--- src/rtl/cla_pkg.sv ---
// rtl/cla_pkg.sv - shared lookahead constants, group helper and propagate/generate type
package cla_pkg;

  localparam int GROUP_W = 4;

  typedef struct packed {
    logic p;
    logic g;
  } pg_t;

  function automatic int group_count(input int width);
    return width / GROUP_W;
  endfunction

endpackage

--- src/rtl/cla_pipe_adder_if.sv ---
// rtl/cla_pipe_adder_if.sv - operand/result handshake bundle of the pipelined adder
interface cla_pipe_adder_if #(
  parameter int WIDTH = 32
) ();

  logic             in_valid;
  logic             in_ready;
  logic [WIDTH-1:0] a;
  logic [WIDTH-1:0] b;
  logic             cin;
  logic             sub;
  logic             out_valid;
  logic             out_ready;
  logic [WIDTH-1:0] sum;
  logic             cout;
  logic             ovf;

  modport master (
    output in_valid, a, b, cin, sub, out_ready,
    input  in_ready, out_valid, sum, cout, ovf
  );

  modport slave (
    input  in_valid, a, b, cin, sub, out_ready,
    output in_ready, out_valid, sum, cout, ovf
  );

endinterface

--- src/rtl/cla_group4.sv ---
// rtl/cla_group4.sv - combinational 4-bit carry-lookahead group
module cla_group4
  import cla_pkg::*;
(
  input  logic [GROUP_W-1:0] a,
  input  logic [GROUP_W-1:0] b,
  input  logic               cin,
  output logic [GROUP_W-1:0] sum,
  output logic               cout,
  output logic               c3
);

  pg_t [GROUP_W-1:0] w_pg;
  logic [GROUP_W:0]  w_c;

  always_comb begin
    for (int i = 0; i < GROUP_W; i++) begin
      w_pg[i].p = a[i] ^ b[i];
      w_pg[i].g = a[i] & b[i];
    end
  end

  // Every carry is flattened to sum-of-products from the group carry-in
  assign w_c[0] = cin;
  assign w_c[1] = w_pg[0].g | (w_pg[0].p & cin);
  assign w_c[2] = w_pg[1].g | (w_pg[1].p & w_pg[0].g)
                | (w_pg[1].p & w_pg[0].p & cin);
  assign w_c[3] = w_pg[2].g | (w_pg[2].p & w_pg[1].g)
                | (w_pg[2].p & w_pg[1].p & w_pg[0].g)
                | (w_pg[2].p & w_pg[1].p & w_pg[0].p & cin);
  assign w_c[4] = w_pg[3].g | (w_pg[3].p & w_pg[2].g)
                | (w_pg[3].p & w_pg[2].p & w_pg[1].g)
                | (w_pg[3].p & w_pg[2].p & w_pg[1].p & w_pg[0].g)
                | (w_pg[3].p & w_pg[2].p & w_pg[1].p & w_pg[0].p & cin);

  always_comb begin
    for (int i = 0; i < GROUP_W; i++) begin
      sum[i] = w_pg[i].p ^ w_c[i];
    end
  end

  assign cout = w_c[4];
  assign c3   = w_c[3];

endmodule

--- src/rtl/cla_pipe_adder.sv ---
// rtl/cla_pipe_adder.sv - pipelined carry-lookahead add/subtract, one operand slice per stage
module cla_pipe_adder
  import cla_pkg::*;
#(
  parameter int WIDTH  = 32,
  parameter int STAGES = 2
) (
  input  logic            clk,
  input  logic            rst,
  cla_pipe_adder_if.slave bus
);

  localparam int S = WIDTH / STAGES;
  localparam int G = group_count(S);

  if (STAGES < 1 || (WIDTH % (GROUP_W * STAGES)) != 0) begin : g_param_chk
    $error("cla_pipe_adder: WIDTH must be a multiple of 4*STAGES");
  end

  logic w_adv;

  assign w_adv        = !bus.out_valid || bus.out_ready;
  assign bus.in_ready = w_adv;

  for (genvar k = 0; k < STAGES; k++) begin : g_stage
    // Operand B still to be added: only the slices from k upward travel on
    localparam int YW = WIDTH - k * S;

    logic             w_vld;
    logic [WIDTH-1:0] w_x;
    logic [YW-1:0]    w_y;
    logic             w_cin;
    logic [G:0]       w_gc;
    logic [G-1:0]     w_c3;
    logic [S-1:0]     w_s;
    logic [WIDTH-1:0] w_x_nxt;

    logic             r_vld;
    logic [WIDTH-1:0] r_x;
    logic             r_c;

    if (k == 0) begin : g_src
      assign w_vld = bus.in_valid;
      assign w_x   = bus.a;
      assign w_y   = bus.b ^ {WIDTH{bus.sub}};
      assign w_cin = bus.cin ^ bus.sub;
    end else begin : g_src
      assign w_vld = g_stage[k-1].r_vld;
      assign w_x   = g_stage[k-1].r_x;
      assign w_y   = g_stage[k-1].g_fwd.r_y;
      assign w_cin = g_stage[k-1].r_c;
    end

    assign w_gc[0] = w_cin;

    for (genvar g = 0; g < G; g++) begin : g_grp
      cla_group4 u_grp (
        .a    (w_x[k*S + GROUP_W*g +: GROUP_W]),
        .b    (w_y[GROUP_W*g +: GROUP_W]),
        .cin  (w_gc[g]),
        .sum  (w_s[GROUP_W*g +: GROUP_W]),
        .cout (w_gc[g+1]),
        .c3   (w_c3[g])
      );
    end

    // r_x carries finished sum bits below the current slice and raw A bits above it
    always_comb begin
      w_x_nxt            = w_x;
      w_x_nxt[k*S +: S]  = w_s;
    end

    always_ff @(posedge clk or posedge rst) begin
      if (rst) begin
        r_vld <= 1'b0;
        r_x   <= '0;
        r_c   <= 1'b0;
      end else if (w_adv) begin
        r_vld <= w_vld;
        r_x   <= w_x_nxt;
        r_c   <= w_gc[G];
      end
    end

    if (k < STAGES - 1) begin : g_fwd
      logic [YW-S-1:0] r_y;

      always_ff @(posedge clk or posedge rst) begin
        if (rst) begin
          r_y <= '0;
        end else if (w_adv) begin
          r_y <= w_y[YW-1:S];
        end
      end
    end else begin : g_last
      logic r_ovf;

      always_ff @(posedge clk or posedge rst) begin
        if (rst) begin
          r_ovf <= 1'b0;
        end else if (w_adv) begin
          r_ovf <= w_c3[G-1] ^ w_gc[G];
        end
      end
    end
  end

  assign bus.out_valid = g_stage[STAGES-1].r_vld;
  assign bus.sum       = g_stage[STAGES-1].r_x;
  assign bus.cout      = g_stage[STAGES-1].r_c;
  assign bus.ovf       = g_stage[STAGES-1].g_last.r_ovf;

endmodule

--- src/flat_wrapper.sv ---
// flat-port wrapper written by rule: the top's interface ports become plain ports
module cla_pipe_adder_flat import cla_pkg::*;
#(
  parameter int WIDTH  = 32,
  parameter int STAGES = 2
)
  (clk, rst, bus_in_valid, bus_a, bus_b, bus_cin, bus_sub, bus_out_ready, bus_in_ready, bus_out_valid, bus_sum, bus_cout, bus_ovf);
  cla_pipe_adder_if #(.WIDTH(WIDTH)) bus_i ();
  input  logic clk;
  input  logic rst;
  input wire logic [$bits(bus_i.in_valid)-1:0] bus_in_valid;
  input wire logic [$bits(bus_i.a)-1:0] bus_a;
  input wire logic [$bits(bus_i.b)-1:0] bus_b;
  input wire logic [$bits(bus_i.cin)-1:0] bus_cin;
  input wire logic [$bits(bus_i.sub)-1:0] bus_sub;
  input wire logic [$bits(bus_i.out_ready)-1:0] bus_out_ready;
  output wire logic [$bits(bus_i.in_ready)-1:0] bus_in_ready;
  output wire logic [$bits(bus_i.out_valid)-1:0] bus_out_valid;
  output wire logic [$bits(bus_i.sum)-1:0] bus_sum;
  output wire logic [$bits(bus_i.cout)-1:0] bus_cout;
  output wire logic [$bits(bus_i.ovf)-1:0] bus_ovf;
  assign bus_i.in_valid = bus_in_valid;
  assign bus_i.a = bus_a;
  assign bus_i.b = bus_b;
  assign bus_i.cin = bus_cin;
  assign bus_i.sub = bus_sub;
  assign bus_i.out_ready = bus_out_ready;
  assign bus_in_ready = bus_i.in_ready;
  assign bus_out_valid = bus_i.out_valid;
  assign bus_sum = bus_i.sum;
  assign bus_cout = bus_i.cout;
  assign bus_ovf = bus_i.ovf;
  cla_pipe_adder #(.WIDTH(WIDTH), .STAGES(STAGES)) u_core (.clk(clk), .rst(rst), .bus(bus_i));
endmodule
--- config.mk ---
export PLATFORM = sky130hd
export DESIGN_NAME = cla_pipe_adder_flat
export DESIGN_NICKNAME = d
export VERILOG_FILES = /design/src/rtl/cla_pkg.sv /design/src/rtl/cla_pipe_adder_if.sv /design/src/rtl/cla_group4.sv /design/src/rtl/cla_pipe_adder.sv /design/src/flat_wrapper.sv
export SDC_FILE = /design/constraint.sdc
export NUM_CORES = 1
export LEC_CHECK = 0
export CORE_UTILIZATION = 45
export DETAILED_ROUTE_END_ITERATION = 16
export PLACE_DENSITY = 0.73
export SYNTH_ARGS = -nofsm -noshare
export SYNTH_HDL_FRONTEND = slang
export SYNTH_SLANG_ARGS = --single-unit
--- constraint.sdc ---
create_clock -name clk -period 3.4 [get_ports clk]
set_input_delay 1.02 -clock clk [delete_from_list [all_inputs] [get_ports clk]]
set_output_delay 1.02 -clock clk [all_outputs]
set_load 0.02 [all_outputs]
Yosys cells after proc, flatten, opt, wreduce, memory -nomap -nowiden
Cells that the tools add are included.

storage, ports and cells
  register bits = 85
  bits of input ports = 70
  word-level logic and storage cells = 317

cells by class
  bitwise gates (word level) = 307
  reduce and logical (&&, ||, !) cells = 2

operators with widths
  cell               count
  bitwise AND 1 bit  160
  bitwise OR 1 bit   80
  XOR 1 bit          66
  XOR 32 bit         1
  logical NOT 1 bit  1
  logical OR 1 bit   1

Longest topological paths before layout
  word-level depth = 14
  gate-level depth with buffers = 14

Modules after synthesis
Synthesis repeated with hierarchy kept, for this count alone.

second synthesis, totals
  cells, all modules = 364
  area total of the unflattened synthesis = 4929.7 um^2

modules (own cells, without submodules)
  module          instances  cells each  area an instance (um^2)
  cla_pipe_adder  1          220         3688.5
  cla_group4      8          18          155.1

Worst setup path after synthesis
No wires, ideal clock.

  kind = input port to flip-flop
  start = in bus_sub
  end = reg u_core.g_stage[0].r_x[9]
  setup time = 0.133 ns
  arrival = 3.753 ns
  required time = 3.267 ns
  path slack = -0.486 ns
  stages = 14
  path through = buf_6 > clkbuf_1 > xor2_1 > ha_1 > nand3_1 > o2111ai_1 > a21o_1 > a31o_1 > o21a_1 > nor2_2 > o21bai_1 > fa_1 > xnor2_1 > o21ai_0

on the way
  longest elaborated chain between the ends = 12
  elaborated cells on any way between the ends = 46
  those cells by class = 46 x bitwise

RTL lines
  element                                                       line                                source
  from (decl)                                                   flat_wrapper.sv:15                  input wire logic [$bits(bus_i.sub)-1:0] bus_sub;
  XOR 32 bit                                                    cla_pipe_adder.sv:45                assign w_y = bus.b ^ {WIDTH{bus.sub}};
  XOR 1 bit / bitwise AND 1 bit (equally long branches)         cla_group4.sv:18, cla_group4.sv:19
  bitwise AND 1 bit (on tied branches)                          --
  bitwise OR 1 bit, or another cell as far along                cla_group4.sv:31                    assign w_c[4] = w_pg[3].g | (w_pg[3].p & w_pg[2].g)
  bitwise OR 1 bit, or another cell as far along                cla_group4.sv:32                    | (w_pg[3].p & w_pg[2].p & w_pg[1].g)
  bitwise OR 1 bit / bitwise AND 1 bit (equally long branches)  cla_group4.sv:33, cla_group4.sv:34
  bitwise OR 1 bit                                              cla_group4.sv:34                    | (w_pg[3].p & w_pg[2].p & w_pg[1].p & w_pg[0].p & cin);
  bitwise AND 1 bit                                             cla_group4.sv:34
  bitwise OR 1 bit                                              cla_group4.sv:34
  bitwise AND 1 bit                                             cla_group4.sv:25                    assign w_c[1] = w_pg[0].g | (w_pg[0].p & cin);
  bitwise OR 1 bit                                              cla_group4.sv:25
  XOR 1 bit (*)                                                 cla_group4.sv:38                    sum[i] = w_pg[i].p ^ w_c[i];
  to (signal assigned)                                          cla_pipe_adder.sv:80                r_x <= w_x_nxt;
  to (decl)                                                     cla_pipe_adder.sv:39                logic [WIDTH-1:0] r_x;

Every way passes the cells marked *; elsewhere a longest branch is shown, timed or not.
A chain may end at the register's enable or synchronous reset.

Worst setup path after layout
  start = in bus_out_ready
  end = out bus_in_ready

on the way
  longest elaborated chain between the ends = 1

RTL lines
  element           line                  source
  from (decl)       flat_wrapper.sv:16    input wire logic [$bits(bus_i.out_ready)-1:0] bus_out_ready;
  logical OR 1 bit  cla_pipe_adder.sv:22  assign w_adv = !bus.out_valid || bus.out_ready;
  to (decl)         flat_wrapper.sv:17    output wire logic [$bits(bus_i.in_ready)-1:0] bus_in_ready;

Every way passes these cells.

==> run_results.csv <==
group,metric,value,unit
clock_tree,cts_tree,"done",
floorplanning,core,9950,µm²
clock_tree,clockRootBuffer,"clkbuf_8",
yosys,synth_mux_area_frac,0,
yosys,synth_simple_gate_area_frac,0.175,
yosys,syn_nets,619,
power_and_ir_drop,leakagePower,2.96,nW
timing,period_minus_slack,3.26,ns
floorplanning,die_x,104,µm
final_layout,area_growth,36.1,%
routing,avgRoutedWirePerCell,13.3,µm
worst_hold_path,min_path_type,"reg2reg",
yosys,synth_compound_gate_area_share,0.120,
routing,first_pass_iters,4,
timing,max_slew_margin,0.402,
timing,finalSetupTns,0,ns
yosys,synth.top_cells.by_count,"nand2_1, dfrtp_1, ha_1",
yosys,ys_seq_elements,85,
routing,final_antenna_net_count,0,
final_layout,drive_above_1_share,0.112,
place,io_buffer_count,105,
yosys,ys_types,42,
run_status,status,"completed",
yosys,synth-adder-area-share,0.119,
yosys,synth_ff_type,"dfrtp_1",
routing,wl,10300,µm
grt,grt_pass1_wl,17200,µm
floorplanning,dieArea,10900,µm²
power_and_ir_drop,power_density,590,nW/µm²
routing,drc,0,
timing,worst_slew_pin_slew,0.897,ns
yosys,seq_area_frac_synth,0.453,
yosys,synth_top_family_by_area,"simple AND/OR/NAND/NOR gates",
clock_tree,clock_path_buffers,2,
routing,via_per_inst,4.96,
timing,fmax,307,MHz
timing,post-route-period-util,0.958,
grt,antenna_found_initial,0,
clock_tree,clk_latency,0.36,ns
routing,drt-initial-drc-count,150,
yosys,yosysMostFrequentCell,"nand2_1",
clock_tree,numCtsBuffers,9,
clock_tree,cts.sinks,85,
yosys,synth_top_area_share,0.453,
worst_setup_path,crit_fanout,2,
yosys,async_flop_share,1.00,
floorplanning,die_y,104,µm
job,max-cap-violations,0,
worst_setup_path,setup.worst_path.class,"in2out",
power_and_ir_drop,p_total,3.77,mW
floorplanning,rows,36,
floorplanning,initial_core_util,0.472,
power_and_ir_drop,ir_drop,0.248,mV
place,place_area,6060,µm²
place,routabilityCongestion,0.819,
final_layout,stdcell_area,6390,µm²
grt,globalRouteOverflowTotal,0,
final_layout,nets,747,
grt,grt_max_degree,100,
yosys,synth_xor_xnor_area_share,0.103,
clock_tree,clk_pin_slew_worst_paths,0.10,ns
yosys,syn_area_per_cell,9.23,µm²
final_layout,final_util,0.642,
routing,via_count,3843,
timing,hold_violations,0,
yosys,synth_area,4700,µm²
clock_tree,postCtsHoldBufs,0,
worst_setup_path,required,2.38,ns
worst_setup_path,cp-end-kind,"output port",
place,dpl.hpwl,7390,µm
yosys,synth-edff-count,0,
yosys,synth.top_cells.by_area,"dfrtp_1, nand2_1, ha_1",
grt,grt_pass1_vias,3810,
timing,setup_viol,0,
timing,fin_skew,0.0125,ns
final_layout,antenna_cells_inserted,0,
timing,finalMaxSlewViolations,0,
floorplanning,io-pin-count,106,
yosys,synth_area_leader_cell,"dfrtp_1",
yosys,syn_inst,509,
yosys,ys_warn_count,0,
worst_setup_path,worstPathArrival,2.24,ns
clock_tree,cts.htree.levels,3,
grt,grt_usage,0.197,
timing,holdWs,0.464,ns
worst_setup_path,startpoint_type,"input port",
[registers in the layout (all words and copies together) (netlist names)]
register,flops
u_core.bus.cout,1
u_core.bus.out_valid,1
u_core.bus.ovf,1
u_core.bus.sum,32
u_core.g_stage.g_fwd.r_y,16
u_core.g_stage.r_c,1
u_core.g_stage.r_vld,1
u_core.g_stage.r_x,32
[critical path, cell delays in order]
cell and delay (ns):
clkdlybuf4s50_1 0.51, nor2b_4 0.06, inv_2 0.05, clkdlybuf4s50_1 0.59
[metal layers]
| metal | vias to the layer above | routed length (µm) | GRT usage |
|---|---|---|---|
| li1 | 1943 | - | - |
| met1 | 1798 | 4790 | 0.262 |
| met2 | 86 | 4880 | 0.323 |
| met3 | 16 | 450 | 0.0376 |
| met4 | 0 | 201 | 0.0622 |
| met5 | - | 0 | 0 |
[path summary, 6_finish.rpt]
kind | startpoint | to | slack [ns] | cells after the start
min in group asynchronous | rst | u_core.bus.sum[26]$_DFFE_PP0P_ | 1.08 | 3
worst max register to register | u_core.g_stage[0].g_fwd.r_y[0]$_DFFE_PP0P_ | u_core.bus.sum[29]$_DFFE_PP0P_ | 0.72 | 10
worst max-delay path | bus_out_ready | bus_in_ready | 0.14 | 4
worst min register to register | u_core.g_stage[0].r_vld$_DFFE_PP0P_ | u_core.bus.out_valid$_DFFE_PP0P_ | 0.46 | 1
max in group asynchronous | rst | u_core.g_stage[0].r_vld$_DFFE_PP0P_ | 2.00 | 3
worst min-delay path | u_core.g_stage[0].r_vld$_DFFE_PP0P_ | u_core.bus.out_valid$_DFFE_PP0P_ | 0.46 | 1
[layout make-up]
cell class	count	area, µm²
Fill cell	859	3560
Multi-Input combinational cell	388	2540
Sequential cell	85	2130
Timing Repair Buffer	139	1320
Tap cell	133	166
Clock buffer	11	141
Inverter	14	53.8
Clock inverter	5	45.0
[report_power, final]
part | leakage (nW) | total, mW | internal, mW | switching, mW
Combinational | 1.86 | 1.63 | 0.801 | 0.833
Sequential | 1.01 | 1.47 | 1.30 | 0.169
Clock | 0.0916 | 0.670 | 0.295 | 0.375
Total | 2.96 | 3.77 | 2.40 | 1.38
[repair_timing]
item,CTS,global route
setup buffers,4,4
cloned,0,0
pin swaps,7,14
gates resized for setup,0,14
endpoints found under the setup margin,2,6
hold endpoints to repair,0,0
[cells by family after synthesis]
kind of cell	count (synthesis)
flops	85
compound gates	89
simple gates	206
fa+ha+maj	40
xor+xnor	53
buf+inv	36
[layout by cell type, fill, tap and decap left out, types with 7 or more instances in the layout]
master           netlist  routed
nand2_1              154     152
clkdlybuf4s50_1        0     101
dfrtp_1               85      85
buf_4                  0      33
xnor2_1               30      29
ha_1                  32      29
o21ai_0               28      27
nor2_1                27      27
a21oi_1               23      23
xor2_1                22      20
inv_1                 13      12
clkbuf_8               0      10
fa_1                   8       7
[stage by stage]
stage | worst slack [ns] | std cells
4_1_cts | 0.0167 | 771
3_5_place_dp | -0.401 | 751
6_report | 0.143 | 775
5_1_grt | -0.0101 | 775
3_3_place_gp | -0.304 | 751
2_1_floorplan | -0.116 | 509
No activity file was read; power rests on OpenSTA's default activity.
